==> config.mk <==
export PLATFORM = sky130hd
export DESIGN_NAME = lcd_bus_responder
export DESIGN_NICKNAME = d
export VERILOG_FILES = /design/src/rtl/lcd_pkg.sv /design/src/rtl/lcd_sync.sv /design/src/rtl/lcd_bus_responder.sv
export SDC_FILE = /design/constraint.sdc
export NUM_CORES = 1
export LEC_CHECK = 0
export ABC_AREA = 1
export CORE_ASPECT_RATIO = 1.1
export CORE_MARGIN = 2
export CORE_UTILIZATION = 35
export DETAILED_ROUTE_END_ITERATION = 8
export HOLD_SLACK_MARGIN = 0.02
export SLEW_MARGIN = 10
export SYNTH_ARGS = -nofsm -noshare
export SYNTH_HDL_FRONTEND = slang
export SYNTH_SLANG_ARGS = --single-unit
==> constraint.sdc <==
create_clock -name Clock -period 3.1 [get_ports Clock]
set_clock_uncertainty 0.1 [all_clocks]
set_input_delay 0.62 -clock Clock [delete_from_list [all_inputs] [get_ports Clock]]
set_output_delay 0.62 -clock Clock [all_outputs]
set_load 0.03 [all_outputs]
==> src/rtl/lcd_pkg.sv <==
// Shared types, opcode masks and DDRAM address helpers for the character-LCD bus responder.
// The display buffer is two 16-character lines mapped at DDRAM bases 0x00 and 0x40.
package lcd_pkg;

  typedef enum logic [1:0] {
    ST_IDLE,
    ST_EXEC,
    ST_CLEAR_FILL,
    ST_BUSY
  } state_e;

  typedef enum logic [2:0] {
    CMD_NONE,
    CMD_CLEAR,
    CMD_HOME,
    CMD_ENTRY,
    CMD_DISPLAY,
    CMD_SHIFT,
    CMD_DDRAM
  } cmd_e;

  localparam logic [7:0] OP_CLEAR   = 8'h01;
  localparam logic [7:0] OP_HOME    = 8'h02;
  localparam logic [7:0] OP_ENTRY   = 8'h04;
  localparam logic [7:0] OP_DISPLAY = 8'h08;
  localparam logic [7:0] OP_SHIFT   = 8'h10;
  localparam logic [7:0] OP_FUNC    = 8'h20;
  localparam logic [7:0] OP_CGRAM   = 8'h40;
  localparam logic [7:0] OP_DDRAM   = 8'h80;

  localparam logic [6:0] LINE1_BASE = 7'h00;
  localparam logic [6:0] LINE2_BASE = 7'h40;
  localparam logic [6:0] LAST_COL   = 7'h0F;

  localparam int         BUF_DEPTH  = 32;
  localparam logic [7:0] BLANK_CHAR = 8'h20;

  // Instructions are identified by their most significant set bit.
  function automatic cmd_e decode_cmd(input logic [7:0] op);
    if ((op & OP_DDRAM) != 8'h00)              return CMD_DDRAM;
    if ((op & (OP_CGRAM | OP_FUNC)) != 8'h00)  return CMD_NONE;
    if ((op & OP_SHIFT) != 8'h00)              return CMD_SHIFT;
    if ((op & OP_DISPLAY) != 8'h00)            return CMD_DISPLAY;
    if ((op & OP_ENTRY) != 8'h00)              return CMD_ENTRY;
    if ((op & OP_HOME) != 8'h00)               return CMD_HOME;
    if ((op & OP_CLEAR) != 8'h00)              return CMD_CLEAR;
    return CMD_NONE;
  endfunction

  function automatic logic addr_valid(input logic [6:0] a);
    return ((a & 7'h70) == LINE1_BASE) || ((a & 7'h70) == LINE2_BASE);
  endfunction

  function automatic logic [4:0] addr_index(input logic [6:0] a);
    return {a[6], a[3:0]};
  endfunction

  // Moves one column, wrapping from the end of a line onto the other line.
  function automatic logic [6:0] addr_step(input logic [6:0] a, input logic inc);
    if (inc) begin
      if (a[3:0] == 4'hF) return a[6] ? LINE1_BASE : LINE2_BASE;
      return a + 7'd1;
    end
    if (a[3:0] == 4'h0) return (a[6] ? LINE1_BASE : LINE2_BASE) | LAST_COL;
    return a - 7'd1;
  endfunction

endpackage

==> src/rtl/lcd_sync.sv <==
// Two-flop synchroniser for the asynchronous LCD bus inputs plus an EN falling-edge detector.
module lcd_sync (
  input  logic       clk,
  input  logic       rst_n,
  input  logic       en_in,
  input  logic       rs_in,
  input  logic       rw_in,
  input  logic [7:0] data_in,
  output logic       en_s,
  output logic       rs_s,
  output logic       rw_s,
  output logic [7:0] data_s,
  output logic       en_fall
);

  logic [10:0] meta_q, meta_d;
  logic [10:0] sync_q, sync_d;
  logic        en_prev_q, en_prev_d;

  always_comb begin
    meta_d    = {en_in, rs_in, rw_in, data_in};
    sync_d    = meta_q;
    en_prev_d = sync_q[10];
  end

  // NOTE: non-blocking assignments let each stage sample its neighbour's pre-edge value.
  always_ff @(posedge clk or negedge rst_n) begin
    if (!rst_n) begin
      meta_q    <= '0;
      sync_q    <= '0;
      en_prev_q <= 1'b0;
    end else begin
      meta_q    <= meta_d;
      sync_q    <= sync_d;
      en_prev_q <= en_prev_d;
    end
  end

  assign {en_s, rs_s, rw_s, data_s} = sync_q;
  assign en_fall = en_prev_q & ~en_s;

endmodule

==> src/rtl/lcd_bus_responder.sv <==
// HD44780-style bus responder: accepts instruction/data writes, serves status/data reads,
// and keeps a 2x16 display buffer readable by the host through rd_addr/rd_data.
module lcd_bus_responder
  import lcd_pkg::*;
#(
  parameter int BUSY_CYCLES  = 2000,
  parameter int CLEAR_CYCLES = 82000
) (
  input  logic       Clock,
  input  logic       Reset_n,
  input  logic       LCD_RS,
  input  logic       LCD_RW,
  input  logic       LCD_EN,
  input  logic [7:0] LCD_DATA_in,
  output logic [7:0] LCD_DATA_out,
  output logic       LCD_DATA_oe,
  output logic       busy,
  output logic       disp_on,
  input  logic [4:0] rd_addr,
  output logic [7:0] rd_data,
  output logic       protocol_err
);

  // The fill phase already accounts for BUF_DEPTH cycles of the clear busy time.
  localparam int          CLEAR_TAIL = (CLEAR_CYCLES > BUF_DEPTH) ? (CLEAR_CYCLES - BUF_DEPTH) : 1;
  localparam logic [31:0] BUSY_LOAD  = 32'((BUSY_CYCLES > 1) ? (BUSY_CYCLES - 1) : 0);
  localparam logic [31:0] TAIL_LOAD  = 32'(CLEAR_TAIL - 1);

  logic       en_s, rs_s, rw_s, en_fall;
  logic [7:0] data_s;

  lcd_sync u_sync (
    .clk     (Clock),
    .rst_n   (Reset_n),
    .en_in   (LCD_EN),
    .rs_in   (LCD_RS),
    .rw_in   (LCD_RW),
    .data_in (LCD_DATA_in),
    .en_s    (en_s),
    .rs_s    (rs_s),
    .rw_s    (rw_s),
    .data_s  (data_s),
    .en_fall (en_fall)
  );

  state_e      state_q, state_d;
  logic [6:0]  addr_q, addr_d;
  logic        id_q, id_d;
  logic        disp_q, disp_d;
  logic        perr_q, perr_d;
  logic        cmd_rs_q, cmd_rs_d;
  logic [7:0]  cmd_data_q, cmd_data_d;
  logic [4:0]  fill_q, fill_d;
  logic [31:0] cnt_q, cnt_d;

  logic [7:0]  buf_q [BUF_DEPTH];
  logic        buf_we;
  logic [4:0]  buf_widx;
  logic [7:0]  buf_wdata;

  assign busy = (state_q == ST_CLEAR_FILL) || (state_q == ST_BUSY);

  // NOTE: every signal written here gets a default first, so no path can infer a latch.
  always_comb begin
    state_d    = state_q;
    addr_d     = addr_q;
    id_d       = id_q;
    disp_d     = disp_q;
    perr_d     = 1'b0;
    cmd_rs_d   = cmd_rs_q;
    cmd_data_d = cmd_data_q;
    fill_d     = fill_q;
    cnt_d      = cnt_q;
    buf_we     = 1'b0;
    buf_widx   = addr_index(addr_q);
    buf_wdata  = cmd_data_q;

    // Data reads only move the cursor, and never while the FSM itself owns addr.
    if (en_fall && rw_s && rs_s && (state_q == ST_IDLE || state_q == ST_BUSY)) begin
      addr_d = addr_step(addr_q, id_q);
    end
    if (en_fall && !rw_s && state_q != ST_IDLE) begin
      perr_d = 1'b1;
    end

    case (state_q)
      ST_IDLE: begin
        if (en_fall && !rw_s) begin
          cmd_rs_d   = rs_s;
          cmd_data_d = data_s;
          state_d    = ST_EXEC;
        end
      end

      ST_EXEC: begin
        state_d = ST_BUSY;
        cnt_d   = BUSY_LOAD;
        if (cmd_rs_q) begin
          buf_we = 1'b1;
          addr_d = addr_step(addr_q, id_q);
        end else begin
          case (decode_cmd(cmd_data_q))
            CMD_CLEAR: begin
              state_d = ST_CLEAR_FILL;
              fill_d  = 5'd0;
              addr_d  = LINE1_BASE;
              id_d    = 1'b1;
            end
            CMD_HOME:    addr_d = LINE1_BASE;
            CMD_ENTRY:   id_d   = cmd_data_q[1];
            CMD_DISPLAY: disp_d = cmd_data_q[2];
            CMD_SHIFT: begin
              if (!cmd_data_q[3]) addr_d = addr_step(addr_q, cmd_data_q[2]);
            end
            CMD_DDRAM: begin
              if (addr_valid(cmd_data_q[6:0])) addr_d = cmd_data_q[6:0];
              else                             perr_d = 1'b1;
            end
            default: ;
          endcase
        end
      end

      ST_CLEAR_FILL: begin
        buf_we    = 1'b1;
        buf_widx  = fill_q;
        buf_wdata = BLANK_CHAR;
        fill_d    = fill_q + 5'd1;
        if (fill_q == 5'(BUF_DEPTH - 1)) begin
          state_d = ST_BUSY;
          cnt_d   = TAIL_LOAD;
        end
      end

      ST_BUSY: begin
        if (cnt_q == '0) state_d = ST_IDLE;
        else             cnt_d   = cnt_q - 32'd1;
      end

      default: state_d = ST_IDLE;
    endcase
  end

  always_ff @(posedge Clock or negedge Reset_n) begin
    if (!Reset_n) begin
      state_q    <= ST_IDLE;
      addr_q     <= LINE1_BASE;
      id_q       <= 1'b1;
      disp_q     <= 1'b0;
      perr_q     <= 1'b0;
      cmd_rs_q   <= 1'b0;
      cmd_data_q <= 8'h00;
      fill_q     <= 5'd0;
      cnt_q      <= '0;
    end else begin
      state_q    <= state_d;
      addr_q     <= addr_d;
      id_q       <= id_d;
      disp_q     <= disp_d;
      perr_q     <= perr_d;
      cmd_rs_q   <= cmd_rs_d;
      cmd_data_q <= cmd_data_d;
      fill_q     <= fill_d;
      cnt_q      <= cnt_d;
    end
  end

  // NOTE: the buffer is reset because a blank screen right after reset is visible on rd_data.
  always_ff @(posedge Clock or negedge Reset_n) begin
    if (!Reset_n) begin
      for (int i = 0; i < BUF_DEPTH; i++) buf_q[i] <= BLANK_CHAR;
    end else if (buf_we) begin
      buf_q[buf_widx] <= buf_wdata;
    end
  end

  assign rd_data      = buf_q[rd_addr];
  assign disp_on      = disp_q;
  assign protocol_err = perr_q;
  assign LCD_DATA_oe  = en_s & rw_s;
  assign LCD_DATA_out = !LCD_DATA_oe ? 8'h00
                      : rs_s         ? buf_q[addr_index(addr_q)]
                      :                {busy, addr_q};

endmodule

---- Yosys cells after proc, flatten, opt, wreduce, memory -nomap -nowiden ----
Cells that the tools add are included.
operators by class
  add/sub/neg operators ................... 4
  multipliers ............................. 0
  divide/modulo/power cells ............... 0
  order comparisons ....................... 4
  equality and inequality tests ........... 18
  shifts and indexed selects .............. 0
  mux-type cells .......................... 152
  bitwise logic cells ..................... 7
  reduce and logical (&&, ||, !) cells .... 26
operators by type and width
  kind                                                                     count
  256-bit bitwise mux                                                      1
  7-bit 2-to-1 mux                                                         22
  32-bit case mux with 3 select lines                                      1
  8-bit binary-select mux with 5-bit select                                2
  1-bit 2-to-1 mux                                                         79
  3-bit 2-to-1 mux                                                         25
  32-bit 2-to-1 mux                                                        2
  8-bit 2-to-1 mux                                                         8
  8-bit demux with 5-bit select                                            1
  32-bit zero test                                                         1
  32-bit by 1-bit subtractor with 32-bit output, second input constant     1
  7-bit case mux with 3 select lines                                       1
  6-bit >= comparator, second input constant                               3
  5-bit NOT with 6-bit output                                              3
  5-bit 2-to-1 mux                                                         3
  3-bit AND reduction                                                      5
  3-bit equality test, second input constant                               4
  5-bit case mux with 2 select lines                                       1
  2-bit by 1-bit inequality test with 1-bit output, second input constant  4
  2-bit case mux with 4 select lines                                       1
  8-bit nonzero test                                                       1
  7-bit by 1-bit adder with 7-bit output, second input constant            1
  7-bit zero test                                                          1
  7-bit by 1-bit subtractor with 7-bit output, second input constant       1
  22 further kinds                                                         39
word-level totals
  bits in registers ....................... 337
  bits in latches ......................... 0
  memory bits (writable) .................. 0
  memory bits (read-only) ................. 0
  bits of input ports ..................... 18
  output and inout port bits .............. 20
  word-level logic and storage cells ...... 255
  memories kept ........................... 0

---- Longest topological paths before layout ----
Gate-level depths: netlist (run 1).
  depth in word-level cells ............... 60
  mapped depth ............................ 15
  depth with buffers taken out ............ 15

---- Hierarchy ----
From an unflattened synthesis (run 1), not the netlist that was laid out.
second synthesis, totals
  cell total of the unflattened synthesis .. 2,680
  area, all modules ....................... 19,095.8 µm²
by module, submodules not included
  module             times used  cells an instance  area each (µm²)  sequential area each (µm²)
  lcd_bus_responder  1           2,655              18,510.3         7,898.8
  lcd_sync           1           25                 585.6            575.6

---- Worst setup path after synthesis (run 1) ----
Ideal clock, no wire load.
  path type ............................... input port to output port
  from .................................... input port rd_addr[0]
  to ...................................... output port rd_data[6]
  data arrival time ....................... 2,069 ps
  data required time ...................... 2,380 ps
  setup slack ............................. 311 ps
  cell stages on the path ................. 10
  path buffers ............................ 3
  cell sequence ........................... clkbuf_1 inv_1 clkbuf_1 clkbuf_1 nor2_1 o221ai_1 nand3_1 nand2_1 nand2_1 nand2_1
on the way
  longest elaborated chain between the ends .. 4
ends and longest elaborated chain
  item                                                  line                      source
  start: declaration                                    lcd_bus_responder.sv:19   input logic [4:0] rd_addr,
  5-bit NOT with 6-bit output (implied by the code)     lcd_bus_responder.sv:177  assign rd_data = buf_q[rd_addr];
  8-bit binary-select mux with 5-bit select             lcd_bus_responder.sv:177
  8-bit 2-to-1 mux (implied by the code) (2 in series)  lcd_bus_responder.sv:177
  end: declaration                                      lcd_bus_responder.sv:20   output logic [7:0] rd_data,
Every way passes these cells. The select of a mux whose other input is x is not followed.

---- Final worst setup path (run 1) ----
  from .................................... register addr_q[0]
  to ...................................... output port LCD_DATA_out[3]
on the way
  longest elaborated chain between the ends .. 6
ends and longest elaborated chain
  item                                                  line                      source
  start: declaration                                    lcd_bus_responder.sv:47   logic [6:0] addr_q, addr_d;
  start signal: assignment                              lcd_bus_responder.sv:157  addr_q <= addr_d;
  5-bit NOT with 6-bit output (implied by the code)     lcd_bus_responder.sv:182  : rs_s ? buf_q[addr_index(addr_q)]
  8-bit binary-select mux with 5-bit select             lcd_bus_responder.sv:182
  8-bit 2-to-1 mux (implied by the code) (2 in series)  lcd_bus_responder.sv:182
  8-bit 2-to-1 mux                                      lcd_bus_responder.sv:182
  8-bit 2-to-1 mux                                      lcd_bus_responder.sv:181  assign LCD_DATA_out = !LCD_DATA_oe ? 8'h00
  end: declaration                                      lcd_bus_responder.sv:15   output logic [7:0] LCD_DATA_out,
Every way passes these cells. The select of a mux whose other input is x is not followed.

==> results of run 1 <==
## synthesized netlist by cell type, types with 2 or more instances
master | number | share of area, %
nor3_1 | 9 | 0.24
ha_1 | 14 | 0.93
o21ai_1 | 35 | 0.93
o211ai_1 | 30 | 1.2
nand3_1 | 149 | 4.0
nand4_1 | 11 | 0.37
nand2_1 | 644 | 13
or2_2 | 14 | 0.46
xnor2_1 | 9 | 0.42
a211oi_1 | 5 | 0.20
o21ai_0 | 435 | 12
clkbuf_1 | 145 | 2.9
dfstp_2 | 33 | 4.6
o22ai_1 | 31 | 1.0
clkinv_1 | 2 | 0.040
mux2_2 | 3 | 0.18
o221ai_1 | 59 | 2.7
buf_2 | 26 | 0.69
buf_1 | 8 | 0.16
dfrtp_1 | 304 | 40
inv_1 | 80 | 1.6
a31oi_1 | 2 | 0.066
nor2_1 | 371 | 7.4
nand2_2 | 8 | 0.27
xor2_1 | 14 | 0.65
o21bai_1 | 58 | 2.3
o21ai_2 | 2 | 0.093
o31ai_1 | 4 | 0.16
a21oi_1 | 42 | 1.1
inv_2 | 5 | 0.10
nor2_4 | 3 | 0.18
## state kept, by name, indices dropped and copies added, names as in the netlist
register,cells
cnt_q,32
cmd_data_q,8
u_sync.sync_q,11
disp_on,1
protocol_err,1
addr_q,7
u_sync.en_prev_q,1
cmd_rs_q,1
buf_q,256
u_sync.meta_q,11
state_q,2
fill_q,5
id_q,1
## kinds of logic after synthesis
group / count (synthesis)
buffers and inverters: 266
AND/OR/NAND/NOR: 1212
multiplexers: 3
AO/OA/AOI/OAI: 707
XOR/XNOR: 23
adder cells (fa/ha/maj): 14
flip-flops: 337
## final cells by class
class / instances / area, um^2 / share of cell area (%)
Tap cell: 682 / 853 / 3.73
Sequential cell: 337 / 8480 / 37.0
Inverter: 87 / 352 / 1.54
Clock inverter: 14 / 189 / 0.825
Multi-Input combinational cell: 1959 / 9700 / 42.4
Timing Repair inverter: 1 / 16.3 / 0.0710
Clock buffer: 61 / 1240 / 5.43
Timing Repair Buffer: 153 / 2060 / 9.01
## worst max path at each step
stage | from | to | slack (ns) | cells after the start
after floorplan | rd_addr[0] | rd_data[6] | 0.31 | 10
after CTS | addr_q[0] | LCD_DATA_out[3] | -0.30 | 12
final | addr_q[0] | LCD_DATA_out[3] | -0.23 | 11
after detailed placement | rd_addr[2] | rd_data[1] | 0.01 | 9
after global placement | rd_addr[2] | rd_data[4] | 0.02 | 9
after global routing | addr_q[0] | LCD_DATA_out[4] | -0.29 | 14
## power groups by stage
| stage | registers (mW) | logic, mW | clock network (mW) |
|---|---|---|---|
| after floorplan | 6.20 | 5.41 | 0 |
| after detailed placement | 6.66 | 8.23 | 0 |
| after global placement | 6.64 | 8.11 | 0 |
| after global routing | 6.76 | 10.6 | 5.39 |
| final | 6.64 | 9.78 | 5.09 |
| after CTS | 6.62 | 8.68 | 5.20 |
## repair_timing
item	in CTS	in global routing
buffers inserted	4	13
resized for setup	38	126
pin swaps	6	44
setup endpoints to repair	9	15
hold endpoints to repair	40	0
cloned	5	10
hold buffers	1	0
## routing by layer
layer / wire length [um] / track usage, % / vias up
li1: - / - / 8667
met1: 27300 / 30.7 / 8848
met2: 31000 / 38.5 / 857
met3: 5260 / 3.62 / 216
met4: 3340 / 11.1 / 0
met5: 0 / 0 / -
## per-stage QoR
stage | TNS, ns | util [%] | instance area (um^2) | std cells
finish | -1.49 | 42.8 | 22900 | 3294
detailed placement | 0 | 38.3 | 20500 | 3190
global route | -2.12 | 42.8 | 22900 | 3294
CTS | -1.85 | 41.6 | 22200 | 3275
floorplan | 0 | - | 18800 | 2562
global placement | 0 | 38.3 | 20500 | 3190
## cells in the final DEF (no fill, tap or decap), types with 12 or more instances in the layout
cell type        count
nand2_1            625
o21ai_0            401
nor2_1             355
dfrtp_1            302
nand3_1            130
inv_1               76
o21ai_1             66
buf_4               65
o221ai_1            59
o21bai_1            58
clkbuf_16           50
buf_12              40
a21oi_1             38
dfstp_2             33
o211ai_1            30
o22ai_1             26
nand2_2             24
nand3_2             19
clkdlybuf4s50_1     16
xor2_1              14
ha_1                14
or2_2               13
nor2_4              12
clkbuf_8            12
==> run metrics, run 1 <==
final period utilization=107%; port bufs=37; Pleak=10.3 nW; Worst Hold Path EP=u_sync.sync_q[3]; remaining antenna violation count=0; initial antenna violation count=0; clock sinks=337; Switching Power=9.45 mW; part of the power in combinational logic=45.5%; worst path bufs/invs=5; failing checks=negative setup slack; Yosys reg bits=337; Worst path max stage delay=0.49 ns; Reg-to-Reg Start=addr_q[6]; arrival time worst endpoint=2.61 ns; Switching Share=43.9%; Max clock buf depth=3; Hold Path Stages=0; post-synthesis compound-gate area fraction=21.6%; row cnt=89; Pre-antenna DRT Iters=5; vias in the first global route=17700; chip height=247 um; simple-gate share of the synthesized area=25.8%; core region area=0.0535 mm^2; flop-to-flop setup slack=0.26 ns; Synth Area in XOR/XNOR=1.07%; power share of the clock group=23.7%; worst reg-to-reg path cell count=6; routed wire length=66900 um; Die X=225 um; number of synthesized flops with an enable pin=0; Final Wtd Congestion=0.931; H-tree depth=2; cts bufs inserted=41; worst rel slew slack=57.8%; final setup margin=-0.231 ns; DRT iter0 DRCs=1763; clock latency on the worst-skew pair=0.56 ns; first-pass GRT wire length=103000 um; sequential share of the synthesized area=45.0%; FF-to-FF End=buf_q[42]; Internal=12.1 mW; Main synth FF type=dfrtp_1; pin count of the biggest net entering global routing=91; nets=2612; Vias=18600; Hold WC Path Type=reg -> reg; CP top delay family=buffers and inverters; final hold slack=0.243 ns; Final Hold Viols=0; Place WS=0.0147 ns; Initial Util=35.3%; Setup Viol. Count Final=8; Netlist cell types=38; worst-margin pin slew=0.631 ns; Tot GR Track Use=23.6%; adder-cell share of the synthesized area=0.929%; Setup CP Type=reg -> out; mux share of post-synthesis cell area=0.179%; crit path cell chain=buf_12 -> inv_12 -> buf_12 -> buf_4 -> nor2_1 -> o211ai_1 -> nand3_1 -> nand2_2 -> nor2_2 -> nor2_4 -> buf_12; Area Growth Syn to Fin=21.5%; Slew Limit Fails=0; Avg Cell Area, Syn=7.36 um^2; Data required, critical path=2.38 ns; Seq pwr share=30.9%; fmax=0.300 GHz; Via density=5.64; max_cap viols=0; routed length per instance=20.3 um; Worst VDD drop=0.495 mV; Tmin final=3.33 ns; yosys warns=0; syn nets=2594; Worst Setup End Kind=output port; RSZ-0062 raised after global routing=true; largest family of logic cells by synthesized area=simple AND/OR/NAND/NOR gates; share of layout cells above drive strength 1=13.4%; Die ar.=0.0557 mm^2; status=finished, violations left; CP Max Fanout=9; DR DRC count=0; type of origin of the critical path=flip-flop; CP max stage cell=dfrtp_4; Post-Syn Area=0.0188 mm^2; post-synthesis async set-or-reset flop share=100%; clk slew on worst S/H paths=0.06 ns; ant diodes=0; Remaining Overflow, GRT=0; fillers=5330; cell repeated most along the worst path=buf_12; Syn Inst Count=2562; num ports=38; Root Buffer Master=clkbuf_16; hold_sp=u_sync.meta_q[3]; CTS tree=built; P per Cell Area=940 mW/mm^2; total power=21.5 mW; post-DP HPWL=43100 um
Note: power is estimated with default switching activity, not from simulation.
==> inputs of run 2 (changes only) <==
- CORE_UTILIZATION: 35 -> 46
- RECOVER_POWER: unset -> 25
==> run 2 against run 1 <==
The run still ends with negative setup slack left. Sequential power is 1% lower. Wire length hardly changed. Global-route usage is 7.5 points higher. Fmax is 0.20% higher. Clock power is 5.7% lower. Die area is 24% lower. First-iteration DRC count is 4.1% lower. Utilization is 13 points higher. Worst setup slack better by 0.0065 ns. Cell area is 2.1% lower. Critical path depth is 3 higher. Via count hardly changed. Critical path type unchanged. Critical endpoint unchanged. Largest power group unchanged. Highest routed layer unchanged.
==> run metrics, run 2 (synthesis results as in run 1) <==
Worst Setup End Kind=output port; Worst path max stage delay=0.49 ns (about the same); status=finished, violations left; failing checks=negative setup slack; final period utilization=107% (-0.21 points); max_cap viols=0 (unchanged); initial antenna violation count=1 (+1); remaining antenna violation count=0 (unchanged); worst-margin pin slew=1.29 ns (+0.660 ns); chip height=216 um (-13%); Die X=197 um (-13%); Seq pwr share=31.3% (+0.4 points); worst path bufs/invs=6 (+1); fin cells=3133 (-4.9%); part of the power in combinational logic=45.8% (+0.3 points); commonest non-fill, non-tap cell in the layout=nand2_1; Slew Limit Fails=0 (unchanged); RSZ-0062 raised after global routing=true; CTS tree=built; clock sinks=337 (unchanged); nets=2620 (+0.31%); port bufs=37 (unchanged); Switching Power=9.22 mW (-2.3%); post-DP HPWL=41900 um (-2.8%); Switching Share=44.0% (+0.089 points); type of origin of the critical path=flip-flop; most flop-heavy register=buf_q; Final Wtd Congestion=0.905 (-2.8%); Tot GR Track Use=31.1% (+7.5 points); CP Max Fanout=6 (-3); CP top delay family=buffers and inverters; Worst VDD drop=0.538 mV (+8.6%); final setup margin=-0.224 ns (+0.00655 ns); Max clock buf depth=3 (unchanged); Fin Setup TNS=-1.45 ns (+0.0421 ns); core region area=0.0403 mm^2 (-25%); largest registers=buf_q (256), cnt_q (32); share of layout cells above drive strength 1=13.3% (-0.15 points); Setup CP Type=reg -> out; placed insts=3027 (-5.1%); clock latency on the worst-skew pair=0.56 ns (about the same); Internal=11.7 mW (-2.7%); H-tree depth=2 (unchanged); DRT iter0 DRCs=1690 (-4.1%); routed length per instance=21.3 um (+5.1%); clk slew on worst S/H paths=0.06 ns (about the same); Initial Util=46.8% (+12 points); DR DRC count=0 (unchanged); Final Hold Viols=0 (unchanged); first-pass GRT wire length=103000 um (about the same); routed wire length=66900 um (about the same); P per Cell Area=935 mW/mm^2 (-0.50%); Remaining Overflow, GRT=0 (unchanged); fmax=0.301 GHz (+0.20%); cts bufs inserted=40 (-2.4%); power share of the clock group=22.9% (-0.8 points); arrival time worst endpoint=2.60 ns (about the same); pin count of the biggest net entering global routing=80 (-12%); Tmin final=3.32 ns (-0.00655 ns); Largest register FFs=256 (unchanged); row cnt=77 (-13%); Via density=5.94 (+5.2%); Die ar.=0.0426 mm^2 (-24%); worst rel slew slack=13.9% (-44 points); num ports=38 (unchanged); Data required, critical path=2.38 ns (about the same); Vias=18600 (+0.043%); Root Buffer Master=clkbuf_16; crit path cell chain=buf_12 -> inv_12 -> buf_12 -> clkbuf_16 -> o21ai_1 -> o21ai_1 -> nand2_1 -> nand2_2 -> nand2_1 -> nand3_1 -> nand2_1 -> nor2_1 -> buf_4 -> buf_12; Pre-antenna DRT Iters=6 (+1); Setup Viol. Count Final=8 (unchanged); CP max stage cell=dfrtp_4; commonest non-fill, non-tap cells in the layout=nand2_1 (619), o21ai_0 (412), nor2_1 (358); vias in the first global route=17300 (-2.2%); Hold WC Path Type=reg -> reg; Area Growth Syn to Fin=19.0%; Pleak=10.2 nW (-0.95%)
run 2: changes by cell type in the layout (fill, tap and decap cells not counted), sizes merged, moves of 2 or more:
cell	change
clkinv	-2
inv	+3
buf	-3
diode	+2
dlygate4sd3	+11
clkbuf	+8
clkdlybuf4s50	-10
run 2: worst paths after layout:
kind,depth (start not counted),slack [ns],to,from
worst max-delay path,14,-0.22,LCD_DATA_out[3],addr_q[0]
worst min-delay path,0,0.25,u_sync.sync_q[4],u_sync.meta_q[4]
worst max register to register,9,0.31,buf_q[84],state_q[0]
worst min register to register,0,0.25,u_sync.sync_q[4],u_sync.meta_q[4]
max in group asynchronous,3,0.57,addr_q[0],Reset_n
min in group asynchronous,2,0.77,cnt_q[28],Reset_n
run 2: repair_timing:
item,CTS,global route
hold buffers,1,0
gates cloned,8,8
resized for setup,90,61
pin swaps,19,41
endpoints found under the hold margin,37,0
setup endpoints to repair,16,63
setup buffers,8,10
run 2: cell type report:
cell class,count,area [um^2]
Fill cell,3781,17800
Multi-Input combinational cell,1959,9670
Sequential cell,337,8480
Timing Repair Buffer,162,1960
Clock buffer,59,1170
Tap cell,513,642
Inverter,87,342
Clock inverter,13,151
Timing Repair inverter,1,8.76
Antenna cell,2,5.00
run 2: worst reg2reg max path, delay by kind of cell, from the launching register on:
kind	cells	cell delay, ns
fa+ha+maj	1	0.24
simple gates	2	0.77
compound gates	2	0.54
buf+inv	4	0.63
flops	1	0.41
run 2: metrics by stage:
| stage | utilization, % | hold slack, ns | area [um^2] | setup slack [ns] | total power, mW |
|---|---|---|---|---|---|
| finish | 55.7 | 0.245 | 22400 | -0.224 | 21.0 |
| global route | 55.7 | 0.262 | 22400 | -0.301 | 22.2 |
| CTS | 54.9 | 0.247 | 22100 | -0.243 | 20.4 |
| detailed placement | 50.3 | 0.235 | 20200 | -0.326 | 14.8 |
| global placement | 50.3 | 0.234 | 20200 | -0.324 | 14.6 |
| floorplan | - | 0.224 | 18800 | 0.311 | 11.6 |
run 2: power by group through the flow:
stage	clock, mW	sequential, mW	combinational (mW)
detailed placement	0	6.63	8.16
global route	5.05	6.70	10.5
finish	4.80	6.57	9.60
global placement	0	6.64	8.01
floorplan	0	6.20	5.41
CTS	4.87	6.58	8.94
run 2: per-layer routing:
| layer | vias to the layer above | wire, um | global-route usage [%] | part of all wire [%] |
|---|---|---|---|---|
| li1 | 8666 | - | - | - |
| met1 | 8877 | 28500 | 43.6 | 43 |
| met2 | 879 | 30000 | 48.2 | 45 |
| met3 | 174 | 5760 | 5.00 | 8.6 |
| met4 | 0 | 2660 | 12.4 | 4.0 |
| met5 | - | 0 | 0 | 0 |
==> inputs of run 3 (changes only) <==
- CORE_ASPECT_RATIO: 1.1 -> unset
- clock period: 3.1 -> 3.5 ns (I/O delays scaled with it)
==> run 3 against run 2 <==
Total power is 15% lower. The flow finishes with violations (max-capacitance violations, max-slew violations). Sequential cell count stayed put. Largest cell class unchanged. Final cell count is 0.22% higher. Via count is 1.0% lower. Combinational power is 21% lower. Register-to-register slack better by 0.28 ns. First-iteration DRC count is 3.3% higher. Critical path type unchanged.
==> run metrics, run 3 (synthesis results as in run 1) <==
Final Wtd Congestion=0.956 (+5.7%); Largest register FFs=256 (unchanged); H-tree depth=2 (unchanged); largest registers=buf_q (256), cnt_q (32); clock latency on the worst-skew pair=0.57 ns (about the same); core region area=0.0406 mm^2 (+0.93%); commonest non-fill, non-tap cell in the layout=nand2_1; vias in the first global route=17300 (-0.052%); Worst Setup End Kind=output port; Hold WC Path Type=reg -> reg; Tot GR Track Use=30.6% (-0.44 points); most flop-heavy register=buf_q; Die X=206 um (+4.8%); Pre-antenna DRT Iters=6 (unchanged); arrival time worst endpoint=2.65 ns (+0.05 ns); crit path cell chain=clkinv_8 -> buf_12 -> buf_4 -> buf_4 -> nand2_1 -> o211ai_1 -> nand3_1 -> nand3_1 -> nand3_1 -> nand2_1 -> a21oi_4 -> buf_12; chip height=206 um (-4.6%); Final Util=53.8% (-1.9 points); Place WS=0.0216 ns (+0.348 ns); design area=0.0219 mm^2 (-2.5%); max_cap viols=1 (+1); initial antenna violation count=0 (-1); cts bufs inserted=40 (unchanged); Remaining Overflow, GRT=0 (unchanged); worst rel slew slack=-39.1% (-53 points); pin count of the biggest net entering global routing=73 (-8.8%); Vias=18400 (-1.0%); worst reg-to-reg path cell count=9 (unchanged); CP max stage cell=dfrtp_4; P per Cell Area=812 mW/mm^2 (-13%); fin cells=3140 (+0.22%); DRT iter0 DRCs=1746 (+3.3%); Data required, critical path=2.70 ns (+0.32 ns); RSZ-0062 raised after global routing=true; clock sinks=337 (unchanged); Slew Limit Fails=70 (+70); Setup CP Type=reg -> out; first-pass GRT wire length=100000 um (-2.1%); Max clock buf depth=3 (unchanged); Root Buffer Master=clkbuf_16; port bufs=37 (unchanged); worst-margin pin slew=2.09 ns (+0.795 ns); post-DP HPWL=42400 um (+1.1%); DP Area=0.0203 mm^2 (+0.44%); Setup Viol. Count Final=0 (-8); CTS tree=built; type of origin of the critical path=flip-flop; ant diodes=0 (-2); final setup margin=0.0495 ns (+0.274 ns); cell repeated most along the worst path=nand3_1; num ports=38 (unchanged); remaining antenna violation count=0 (unchanged); failing checks=max-capacitance violations, max-slew violations; DR DRC count=0 (unchanged); Pleak=9.96 nW (-1.9%); Via density=5.86 (-1.2%); final period utilization=98.6%; clk slew on worst S/H paths=0.06 ns (about the same); status=finished, violations left; Initial Util=46.4% (-0.43 points); Worst path max stage delay=0.55 ns (+0.06 ns); Final Hold Viols=0 (unchanged); total power=17.8 mW (-15%); routed wire length=64100 um (-4.2%); fmax=0.290 GHz; CP Max Fanout=8 (+2); Area Growth Syn to Fin=16.1%; Hold Path Stages=0 (unchanged); routed length per instance=20.4 um (-4.4%); nets=2608 (-0.46%); Tmin final=3.45 ns; share of layout cells above drive strength 1=10.5% (-2.7 points); row cnt=74 (-3.9%); commonest non-fill, non-tap cells in the layout=nand2_1 (642), o21ai_0 (433), nor2_1 (364); Worst VDD drop=0.476 mV (-12%); Die ar.=0.0426 mm^2 (about the same); placed insts=3054 (+0.89%)
==> run 3: changes by cell type in the layout (fill, tap and decap cells not counted), sizes merged, moves of 2 or more <==
cell / change
clkbuf: -13
dlymetal6s2s: +2
clkinvlp: -2
clkinv: +2
diode: -2
inv: -2
buf: +3
==> run 3: what timing repair did <==
action                                  4_1_cts  5_1_grt
pin swaps                                     0        3
buffers inserted                              0       10
hold endpoints to repair                     11        0
endpoints found under the setup margin        8       11
gates resized for setup                      12       18
hold buffers                                  1        0
gates cloned                                  0        1
==> run 3: final timing paths <==
| path | start | endpoint | slack, ns |
|---|---|---|---|
| setup / recovery | addr_q[0] | LCD_DATA_out[7] | 0.05 |
| hold / removal | u_sync.meta_q[8] | u_sync.sync_q[8] | 0.23 |
| setup reg to reg | state_q[0] | buf_q[207] | 0.59 |
| hold reg to reg | u_sync.meta_q[8] | u_sync.sync_q[8] | 0.23 |
| max in group asynchronous | Reset_n | buf_q[254] | 0.43 |
| min in group asynchronous | Reset_n | buf_q[32] | 1.14 |
==> run 3: power by group <==
group | internal (mW) | switching (mW)
clock | 2.63 | 1.73
sequential | 4.90 | 0.959
combinational | 2.46 | 5.08
total | 9.99 | 7.77
==> run 3: stage by stage <==
stage	TNS, ns	hold slack [ns]
2_1_floorplan	0	0.231
3_3_place_gp	-0.0216	0.232
3_5_place_dp	0	0.239
4_1_cts	-0.00426	0.232
5_1_grt	-0.0303	0.231
6_report	0	0.228
==> run 3: critical path, delay by kind of cell (launching register included) <==
kind | cells | cell delay (ns)
AO/OA/AOI/OAI | 2 | 0.29
flip-flops | 1 | 0.55
buffers and inverters | 5 | 0.71
AND/OR/NAND/NOR | 5 | 0.53
==> run 3: final cells by class <==
cell class | count | area [um^2]
Fill cell | 3841 | 18800
Multi-Input combinational cell | 1959 | 9400
Sequential cell | 337 | 8480
Timing Repair Buffer | 151 | 1630
Clock buffer | 61 | 1180
Tap cell | 532 | 666
Inverter | 87 | 342
Clock inverter | 13 | 179
==> run 3: layer usage <==
layer | routed length (um) | vias up | track usage, %
met5 | 0 | - | 0
met4 | 2510 | 0 | 13.8
met3 | 4950 | 170 | 5.09
met2 | 28400 | 794 | 46.6
met1 | 28200 | 8807 | 42.8
li1 | - | 8636 | -
